`src/rtl/led_bus_master.sv`:
```
// led_bus_master: requester end of the LED controller register bus.
// Host commands (read/write) are queued in a small FIFO and replayed as
// two-cycle bus transactions (setup, strobe). Read data is returned on a
// one-cycle response pulse.
// Optional build macro LED_BUS_MASTER_VERIFY_EN: each write is followed by an
// automatic readback, and a differing value sets the sticky err flag.
module led_bus_master #(
    parameter int ADDR_BITS  = 4,
    parameter int DATA_BITS  = 8,
    parameter int FIFO_DEPTH = 4
) (
    input  logic                 clk_400K,
    input  logic                 reset,
    input  logic                 sleep,
    input  logic                 cmd_valid,
    output logic                 cmd_ready,
    input  logic                 cmd_write,
    input  logic [ADDR_BITS-1:0] cmd_addr,
    input  logic [DATA_BITS-1:0] cmd_wdata,
    output logic                 rsp_valid,
    output logic [DATA_BITS-1:0] rsp_data,
    output logic                 busy,
    output logic                 err,
    output logic [ADDR_BITS-1:0] bus_addr,
    output logic [DATA_BITS-1:0] bus_wdata,
    output logic                 bus_oe,
    input  logic [DATA_BITS-1:0] bus_rdata,
    output logic                 bus_w_en,
    output logic                 bus_r_en
);

    localparam int PTR_BITS   = $clog2(FIFO_DEPTH);
    localparam int ENTRY_BITS = 1 + ADDR_BITS + DATA_BITS;
    localparam logic [PTR_BITS:0] PTR_ONE = 1;

`ifdef LED_BUS_MASTER_VERIFY_EN
    typedef enum logic [2:0] {
        IDLE, SETUP, STROBE, RESP, VSETUP, VSTROBE
    } state_t;
`else
    typedef enum logic [1:0] {
        IDLE, SETUP, STROBE, RESP
    } state_t;
`endif

    state_t state_reg;
    state_t state_next;

    // Command FIFO: entry = {write, addr, wdata}. Pointers carry one extra
    // wrap bit so full and empty can be told apart without a counter.
    logic [ENTRY_BITS-1:0] fifo_mem [FIFO_DEPTH];
    logic [PTR_BITS:0]     wr_ptr_reg;
    logic [PTR_BITS:0]     rd_ptr_reg;
    logic                  fifo_empty;
    logic                  fifo_full;
    logic                  push;
    logic                  pop;

    // Command currently being replayed on the bus.
    logic                  hold_write_reg;
    logic [ADDR_BITS-1:0]  hold_addr_reg;
    logic [DATA_BITS-1:0]  hold_wdata_reg;

    logic [DATA_BITS-1:0]  rsp_data_reg;
    logic                  capture_rsp;

`ifdef LED_BUS_MASTER_VERIFY_EN
    logic                  err_reg;
    logic                  capture_verify;
`endif

    assign fifo_empty = (wr_ptr_reg == rd_ptr_reg);
    assign fifo_full  = (wr_ptr_reg[PTR_BITS] != rd_ptr_reg[PTR_BITS]) &&
                        (wr_ptr_reg[PTR_BITS-1:0] == rd_ptr_reg[PTR_BITS-1:0]);

    // Held low while reset is asserted so every output reads 0 during reset.
    assign cmd_ready = !fifo_full && !reset;
    assign push      = cmd_valid && cmd_ready;

    assign busy      = !fifo_empty || (state_reg != IDLE);
    assign bus_addr  = hold_addr_reg;
    assign bus_wdata = hold_wdata_reg;
    assign bus_oe    = bus_w_en;
    assign rsp_data  = rsp_data_reg;

`ifdef LED_BUS_MASTER_VERIFY_EN
    assign err = err_reg;
`else
    assign err = 1'b0;
`endif

    // FIFO storage write; no reset so it maps onto plain RAM.
    always_ff @(posedge clk_400K) begin
        if (push) begin
            fifo_mem[wr_ptr_reg[PTR_BITS-1:0]] <= {cmd_write, cmd_addr, cmd_wdata};
        end
    end

    // FIFO pointers, FSM state, holding registers and response capture.
    always_ff @(posedge clk_400K or posedge reset) begin
        if (reset) begin
            state_reg      <= IDLE;
            wr_ptr_reg     <= '0;
            rd_ptr_reg     <= '0;
            hold_write_reg <= 1'b0;
            hold_addr_reg  <= '0;
            hold_wdata_reg <= '0;
            rsp_data_reg   <= '0;
        end else begin
            state_reg <= state_next;
            if (push) begin
                wr_ptr_reg <= wr_ptr_reg + PTR_ONE;
            end
            if (pop) begin
                rd_ptr_reg <= rd_ptr_reg + PTR_ONE;
                {hold_write_reg, hold_addr_reg, hold_wdata_reg} <=
                    fifo_mem[rd_ptr_reg[PTR_BITS-1:0]];
            end
            if (capture_rsp) begin
                rsp_data_reg <= bus_rdata;
            end
        end
    end

`ifdef LED_BUS_MASTER_VERIFY_EN
    // Sticky mismatch flag from the post-write readback.
    always_ff @(posedge clk_400K or posedge reset) begin
        if (reset) begin
            err_reg <= 1'b0;
        end else if (capture_verify && (bus_rdata != hold_wdata_reg)) begin
            err_reg <= 1'b1;
        end
    end
`endif

    // Next-state and strobe decode; strobes come straight from the state so
    // an asynchronous reset removes them at once.
    always_comb begin
        state_next  = state_reg;
        pop         = 1'b0;
        bus_w_en    = 1'b0;
        bus_r_en    = 1'b0;
        rsp_valid   = 1'b0;
        capture_rsp = 1'b0;
`ifdef LED_BUS_MASTER_VERIFY_EN
        capture_verify = 1'b0;
`endif
        case (state_reg)
            IDLE: begin
                if (!fifo_empty && !sleep) begin
                    pop        = 1'b1;
                    state_next = SETUP;
                end
            end
            SETUP: begin
                state_next = STROBE;
            end
            STROBE: begin
                if (hold_write_reg) begin
                    bus_w_en = 1'b1;
`ifdef LED_BUS_MASTER_VERIFY_EN
                    state_next = VSETUP;
`else
                    state_next = IDLE;
`endif
                end else begin
                    bus_r_en    = 1'b1;
                    capture_rsp = 1'b1;
                    state_next  = RESP;
                end
            end
            RESP: begin
                rsp_valid  = 1'b1;
                state_next = IDLE;
            end
`ifdef LED_BUS_MASTER_VERIFY_EN
            VSETUP: begin
                state_next = VSTROBE;
            end
            VSTROBE: begin
                bus_r_en       = 1'b1;
                capture_verify = 1'b1;
                state_next     = IDLE;
            end
`endif
            default: begin
                state_next = IDLE;
            end
        endcase
    end

endmodule

```
`config.mk`:
```
export PLATFORM = sky130hd
export DESIGN_NAME = led_bus_master
export DESIGN_NICKNAME = d
export VERILOG_FILES = /design/src/rtl/led_bus_master.sv
export SDC_FILE = /design/constraint.sdc
export NUM_CORES = 1
export LEC_CHECK = 0
export BUFFER_PORTS_ARGS = -buffer_cell sky130_fd_sc_hd__buf_2
export CAP_MARGIN = 5
export CORE_UTILIZATION = 60
export DETAILED_ROUTE_END_ITERATION = 8
export PLACE_DENSITY = 0.84
export SYNTH_ARGS = -nofsm -noshare
export SYNTH_HDL_FRONTEND = slang
export SYNTH_SLANG_ARGS = --single-unit
```
`constraint.sdc`:
```
create_clock -name clk_400K -period 4.2 [get_ports clk_400K]
set_input_delay 0.42 -clock clk_400K [delete_from_list [all_inputs] [get_ports clk_400K]]
set_output_delay 0.42 -clock clk_400K [all_outputs]
set_load 0.005 [all_outputs]
```
# Word level (Yosys, flattened, before mapping)

Memory sizes are Yosys's and may differ from the RTL's. A register that Yosys moved wholly into a read port is not among the register bits.
Cells that the tools add are included.

Word-level logic and storage cells: 37
Register bits: 16
Memories kept: 1
Memory bits (writable): 52
Bits of input ports: 25
Output and inout bits: 27

Reductions and logical operators: 11
Equality and inequality tests: 7
Mux-type cells: 12
Add/subtract/negate cells: 2

Memory list:

| name     | depth | width | read ports | clocked after Yosys merged registers in | wr ports | RTL line | RTL |
|---|---|---|---|---|---|---|---|
| fifo_mem | 4     | 13    | 1          | 1                                       | 1        | 51       | `logic [ENTRY_BITS-1:0] fifo_mem [FIFO_DEPTH];` |

Operators by type and width:

| cell                | number |
|---|---|
| $mux 1              | 9 |
| $pmux 2 s4          | 1 |
| $add 3x1->3 const B | 2 |
| $eq 2x2->1 const B  | 2 |
| $logic_and 1x1->1   | 4 |
| $logic_not 1->1     | 4 |
| $mux 2              | 2 |
| $eq 3x3->1          | 1 |
| $eq 2x1->1 const B  | 1 |
| $eq 2x2->1          | 1 |
| $logic_not 2->1     | 1 |
| $ne 2x2->1 const B  | 1 |
| $reduce_bool 2->1   | 1 |
| $logic_or 1x1->1    | 1 |
| $ne 1x1->1          | 1 |

# Depth between registers and ports, before layout

Gate-level depths: netlist (run 1).

Depth in word-level cells: 7
Gate-level depth with buffers: 6
Mapped depth without buffers: 3

# Worst setup path before layout (run 1)

Ideal clock, no wire load.

Kind: flip-flop to flip-flop
Start: reg rd_ptr_reg[0]
End: mem fifo_mem[3][0] in the netlist's numbering (enable)
Period minus slack after synthesis: 1,781 ps
Required time: 3,878 ps
Stages on the path, launching flop included: 5
Path slack: 2,419 ps
Arrival: 1,460 ps
Buffers on the path: 1
Setup time: 322 ps
Path through: dfrtp_1 buf_6 xor2_2 o311ai_0 inv_1

Word-level cells in the longest chain between the ends: 7

RTL lines:

| what                         | RTL line | RTL |
|---|---|---|
| from (decl)                  | 53       | `logic [PTR_BITS:0] rd_ptr_reg;` |
| from (signal assigned)       | 115      | `rd_ptr_reg <= rd_ptr_reg + PTR_ONE;` |
| $eq 2x2->1                   | 74       | `(wr_ptr_reg[PTR_BITS-1:0] == rd_ptr_reg[PTR_BITS-1:0]);` |
| $logic_and 1x1->1            | 73       | `assign fifo_full = (wr_ptr_reg[PTR_BITS] != rd_ptr_reg[PTR_BITS]) &&` |
| $logic_not 1->1              | 77       | `assign cmd_ready = !fifo_full && !reset;` |
| $logic_and 1x1->1            | 77       |  |
| $logic_and 1x1->1            | 78       | `assign push = cmd_valid && cmd_ready;` |
| $mux 1                       | 94       | `if (push) begin` |
| $mux 1 (not written as such) | 95       | `fifo_mem[wr_ptr_reg[PTR_BITS-1:0]] <= {cmd_write, cmd_addr, cmd_wdata};` |
| to (decl)                    | 51       |  |

No other way between the ends.

# Worst setup path after layout (run 1)

Start: reg rd_ptr_reg[0]
End: mem fifo_mem[3][5] in the netlist's numbering (enable)

The elaborated chain is that of the path after synthesis.

==> run_results.csv, run 1 <==
group,metric,value,unit
run_status,status,"finished, final reports clean",
critical_path,path_buf_inv,1,
final_layout,final_area,0.00369,mm^2
drt,wl_per_cell,18.0,um
critical_path,worstPathCellList,"xor2_2, o311ai_0, inv_1",
power,p_per_area,695,mW/mm^2
power,p_leak,0.00147,uW
yosys,synth_edf_count,52,
sta,drv_slew,0,
clock_network,cts_setup_buffers,0,
floorplan,core-area,0.00514,mm^2
clock_network,cts.sinks,81,
yosys,synth_cells,163,
worst_hold_path,worstHoldStart,"cmd_wdata[1]",
final_layout,layout-drive-gt1-share,44.5,%
global_routing,grt_overflow_total,0,
sta,relSlewSlack,18.2,%
drt,vias,1579,
global_routing,gr-usage-all-layers,20.6,%
critical_path,criticalPathCategory,"reg2reg",
clock_network,clk_pin_slew_worst_paths,0.07,ns
place,io_buffers,50,
clock_network,cts_buffer_depth,2,
flow_run,cap_violations,0,
floorplan,initial_core_util,62.9,%
critical_path,reg2reg_depth,3,
place,place_congestion,0.670,
global_routing,grt_antenna_before_repair,0,
yosys,avgSynthCellArea,19.8,um^2
global_routing,grt_pass1_wl,7.84,mm
sta,worst_pin_slew,1.22,ns
final_layout,utilization,71.9,%
critical_path,worstSetupStartpointType,"flop",
clock_network,cts_root_buffer,"clkbuf_8",
final_layout,final_nets,245,
sta,min_period,2.65,ns
sta,setup_viol,0,
clock_network,cts-buffers-inserted,9,
yosys,syn-cell-area,0.00323,mm^2
critical_path,path_max_fanout,16,
critical_path,slowest_delay,0.98,ns
yosys,synth_top_area_share,48.3,%
drt,met1_length,2.03,mm
clock_network,cts_tree,"built",
final_layout,largest_reg_flops,52,
worst_hold_path,worstHoldPathType,"in2reg",
sta,finClkSkew,0.00930,ns
final_layout,diodes,0,
sta,finalHoldViolations,0,
critical_path,r2r-end,"fifo_mem[3][5]",
drt,drc,0,
yosys,synth_warnings,0,
power,ir_drop,0.351,mV
sta,rsz0062_at_grt,"false",
clock_network,worst_skew_pair.late_latency,0.34,ns
yosys,async_reset_ff_share,35.8,%
place,placed_area,0.00350,mm^2
critical_path,reg2reg_from,"rd_ptr_reg[0]",
drt,via_per_inst,5.44,
sta,tns,0,ns
floorplan,die_x,75.4,um
sta,hold-worst-slack,0.291,ns
final_layout,syn_to_final_growth,14.2,%
yosys,yosys.area.top_type,"edfxtp_1",
final_layout,fillCellCount,329,
floorplan,die_h,75.4,um
yosys,syn-num-nets,193,
global_routing,grt_pass1_vias,1615,
floorplan,dieArea,0.00569,mm^2
place,hpwl,3.43,mm
critical_path,cpLargestDelayFamily,"flip-flops",
sta,max_freq,378,MHz
critical_path,ff2ff_setup_slack,1.55,ns
drt,first_pass_iters,4,
critical_path,critPathArrivalTime,2.63,ns
global_routing,grt_max_degree,30,
clock_network,cts_resized,0,
worst_hold_path,hold_path_depth,1,
sta,fin_crit_sh,63.0,%
yosys,synthFlopType,"edfxtp_1",
drt,drt-total-wl,5.21,mm
critical_path,crit_required,4.19,ns
floorplan,row_count,26,
clock_network,htreeDepth,3,
clock_network,cts_hold_buf,0,
critical_path,endpoint_kind,"flop",
yosys,synth_seq_area_share,70.7,%
critical_path,cp_slowest_cell,"dfrtp_1",
drt,wl_met2,2.69,mm
drt,maxUsedRoutingLayer,"met4",
drt,drt-initial-drc-count,100,
drt,ant_nets,0,
yosys,synth-seq-cells,81,
yosys,synth_area_leaders,"edfxtp_1 48%, dfrtp_1 22%, mux4_2 7.0%",
worst_hold_path,whs_endpoint,"fifo_mem[1][1]",
drt,met3_length,341,um
yosys,yosysUniqueCellTypes,28,
floorplan,ioPinCount,52,
## layout by cell type, fill, tap and decap left out, types with 2 or more instances in the layout
master,synthesis,routed
clkbuf_8,0,11
mux4_2,10,10
dfrtp_1,29,29
o311ai_0,2,2
buf_2,3,50
edfxtp_1,52,52
nor2_1,2,2
o31a_1,2,2
mux2_4,8,8
xnor2_1,4,4
nor3_1,2,2
mux2_2,15,15
inv_1,5,5
ha_1,5,5
xor2_1,3,3
clkbuf_1,1,2
clkinv_2,0,2
and2_1,4,4
mux4_1,3,3
## logic make-up (layout without fill, tap and decap cells)
family,Yosys count,after routing,share of synthesized area [%]
XOR/XNOR,8,8,2.40
buffers and inverters,14,71,2.94
multiplexers,36,36,18.3
other,1,1,0.116
flip-flops,81,81,70.7
AO/OA/AOI/OAI,6,6,1.47
AND/OR/NAND/NOR,12,12,2.09
adder cells (fa/ha/maj),5,5,1.93
## worst max path at each step
| stage | startpoint | depth (start not counted) | endpoint |
|---|---|---|---|
| 4_1_cts | rd_ptr_reg[0] | 3 | fifo_mem[3][5] |
| 3_5_place_dp | rd_ptr_reg[0] | 3 | bus_addr[1] |
| 5_1_grt | rd_ptr_reg[0] | 3 | fifo_mem[3][5] |
| 3_3_place_gp | rd_ptr_reg[0] | 3 | bus_wdata[5] |
| 6_report | rd_ptr_reg[0] | 3 | fifo_mem[3][5] |
| 2_1_floorplan | rd_ptr_reg[0] | 4 | fifo_mem[3][0] |
## layout make-up
class | instances | area [um^2] | area share (%)
well taps | 70 | 87.6 | 2.37
flip-flops and latches | 81 | 2290 | 61.9
repair buffers | 50 | 250 | 6.77
multi-input cells | 68 | 852 | 23.1
inverters | 5 | 18.8 | 0.508
clock inverters | 3 | 40.0 | 1.08
clock buffers | 13 | 159 | 4.30
## Yosys cell counts (2+ instances only)
cell type and count:
and2_1 4, buf_2 3, buf_4 2, buf_6 2, dfrtp_1 29, edfxtp_1 52
ha_1 5, inv_1 5, mux2_2 15, mux2_4 8, mux4_1 3, mux4_2 10
nor2_1 2, nor3_1 2, o311ai_0 2, o31a_1 2, xnor2_1 4, xor2_1 3
## per-stage QoR
stage	power, uW	setup slack [ns]	std cells
after global routing	2710	1.34	290
final	2570	1.55	290
after global placement	1970	1.65	274
after CTS	2590	1.54	290
after floorplan	1810	2.42	163
after detailed placement	2030	1.55	274
## power breakdown
part / internal (uW) / switching, uW / leakage (uW)
sequential: 1060 / 185 / 0.000815
clock: 306 / 251 / 0.000103
combinational: 457 / 306 / 0.000553
## layer usage
metal | track usage, % | vias up
met2 | 33.9 | 61
met1 | 24.6 | 781
met3 | 5.56 | 15
met5 | 0 | -
li1 | - | 722
met4 | 11.9 | 0
No activity file was read; power rests on OpenSTA's default activity.
==> inputs of run 2 (changes only) <==
--- a/config.mk
+++ b/config.mk
@@ -7,9 +7,9 @@
 export LEC_CHECK = 0
 export BUFFER_PORTS_ARGS = -buffer_cell sky130_fd_sc_hd__buf_2
 export CAP_MARGIN = 5
-export CORE_UTILIZATION = 60
+export CORE_UTILIZATION = 55
 export DETAILED_ROUTE_END_ITERATION = 8
-export PLACE_DENSITY = 0.84
+export PLACE_DENSITY = 0.78
 export SYNTH_ARGS = -nofsm -noshare
 export SYNTH_HDL_FRONTEND = slang
 export SYNTH_SLANG_ARGS = --single-unit
==> constraint.sdc (replaced) <==
create_clock -name clk_400K -period 2.69 [get_ports clk_400K]
set_input_delay 0.269 -clock clk_400K [delete_from_list [all_inputs] [get_ports clk_400K]]
set_output_delay 0.269 -clock clk_400K [all_outputs]
set_load 0.005 [all_outputs]
==> run_results.csv, run 2 (same netlist as run 1, synthesis figures left out) <==
group,metric,value,unit
run_status,status,"finished, final reports clean",
clock_network,cts_root_buffer,"clkbuf_8",
floorplan,ioPinCount,52,
drt,vias,1605,
drt,wl_per_cell,17.7,um
critical_path,path_max_fanout,13,
drt,drc,0,
critical_path,timing.critical_path.from,"wr_ptr_reg[0]",
sta,max_freq,476,MHz
final_layout,final_nets,254,
final_layout,largest_reg_flops,52,
critical_path,criticalPathCategory,"reg2reg",
clock_network,worst_skew_pair.late_latency,0.34,ns
critical_path,path_buf_inv,1,
final_layout,syn_to_final_growth,16.4,%
floorplan,row_count,27,
final_layout,layout-drive-gt1-share,47.6,%
global_routing,grt_antenna_before_repair,0,
place,place_ws,0.615,ns
final_layout,layout_commonest_cell,"edfxtp_1",
sta,finalHoldViolations,0,
sta,rsz0062_at_grt,"false",
floorplan,initial_core_util,58.0,%
sta,relSlewSlack,57.3,%
power,p_per_area,1080,mW/mm^2
final_layout,final-instance-count-excl-fill,301,
critical_path,critPathArrivalTime,2.08,ns
clock_network,htreeDepth,3,
clock_network,cts_tree,"built",
critical_path,crit_cells,3,
final_layout,final_area,0.00376,mm^2
critical_path,slowest_delay,0.60,ns
power,ir_drop,0.508,mV
place,io_buffers,50,
clock_network,cts_resized,0,
floorplan,dieArea,0.00619,mm^2
global_routing,grt_overflow_total,0,
sta,min_period,2.10,ns
final_layout,multi_input_area,852,um^2
drt,first_pass_iters,5,
critical_path,reg2reg_from,"wr_ptr_reg[0]",
critical_path,endpoint_kind,"flop",
place,hpwl,3.56,mm
critical_path,worstSetupStartpointType,"flop",
global_routing,grt_pass1_wl,8.51,mm
drt,ant_nets,0,
power,power,4080,uW
critical_path,worstPathCellList,"xor2_2, o311ai_0, inv_1",
flow_run,cap_violations,0,
final_layout,diodes,0,
clock_network,cts_hold_buf,0,
final_layout,fillCellCount,373,
sta,worst_slack,0.589,ns
final_layout,regArea,0.00229,mm^2
place,dp_cells,285,
drt,drt-total-wl,5.32,mm
place,placed_area,0.00357,mm^2
critical_path,crit_required,2.67,ns
floorplan,core-area,0.00557,mm^2
floorplan,die_h,78.7,um
place,place_congestion,0.768,
sta,fin_crit_sh,78.1,%
final_layout,final_cell_mix,"52 x edfxtp_1, 50 x buf_2, 29 x dfrtp_1, 15 x mux2_2, 10 x mux4_2",
critical_path,cpLargestDelayFamily,"compound AO/OA/AOI/OAI gates",
critical_path,ff2ff_setup_slack,0.59,ns
critical_path,r2r-end,"fifo_mem[3][12]",
clock_network,clk_pin_slew_worst_paths,0.09,ns
floorplan,die_x,78.7,um
clock_network,cts.sinks,81,
worst_hold_path,worstHoldPathType,"in2async",
power,p_leak,0.00152,uW
global_routing,grt_max_degree,30,
global_routing,grt_pass1_vias,1719,
sta,worst_pin_slew,0.633,ns
clock_network,cts_setup_buffers,0,
clock_network,cts_buffer_depth,2,
sta,drv_slew,0,
global_routing,gr-usage-all-layers,19.1,%
sta,finClkSkew,0.0119,ns
critical_path,cp_slowest_cell,"o311ai_0",
clock_network,cts-buffers-inserted,9,
drt,via_per_inst,5.33,
sta,setup_viol,0,
sta,tns,0,ns
critical_path,crit_path_end,"fifo_mem[3][12]",
drt,drt-initial-drc-count,43,
critical_path,reg2reg_depth,3,
-- run 2: cell count changes in the layout (fill, tap and decap cells not counted), sizes merged --
| cell | previous run | this run |
|---|---|---|
| clkbuf | 13 | 9 |
| buf | 50 | 59 |
| inv | 5 | 9 |
-- run 2: metrics by stage --
step	util (%)	hold slack [ns]
after floorplan	-	0.347
after global placement	64.0	0.375
after detailed placement	64.0	0.389
after CTS	67.5	0.0112
after global routing	67.5	0.0391
final	67.5	0.0103
-- run 2: metal layers --
metal  vias to the layer above  global-route usage [%]  part of all wire [%]
met2                        52                    32.5                    53
met3                        10                    4.77                   4.8
met4                         0                    9.63                   1.7
met1                       803                    22.4                    41
met5                         -                       0                     0
li1                        740                       -                     -
-- run 2: tightest hold or removal path, delay by kind of cell --
| kind | cells | cell delay, ns |
|---|---|---|
| buffers and inverters | 3 | 0.50 |
-- run 2: power breakdown --
part | switching [uW] | internal, uW | total (uW)
clock | 450 | 439 | 889
combinational | 601 | 756 | 1360
sequential | 179 | 1660 | 1840
total | 1230 | 2850 | 4080
-- run 2: worst min-delay path by stage --
stage	start	endpoint	slack, ns	depth (start not counted)
2_1_floorplan	reset	bus_addr[0]	0.35	1
3_3_place_gp	reset	wr_ptr_reg[0]	0.37	3
3_5_place_dp	reset	state_reg[1]	0.39	3
4_1_cts	reset	bus_wdata[5]	0.01	3
5_1_grt	reset	bus_wdata[5]	0.04	3
6_report	reset	rsp_data[7]	0.01	3
-- run 2: layout make-up --
type / instances / area share, %
sequential: 81 / 60.8
timing repair buffer: 59 / 8.44
tap: 72 / 2.39
multi-input combinational: 68 / 22.6
clock inverter: 7 / 1.99
inverter: 5 / 0.499
clock buffer: 9 / 3.29
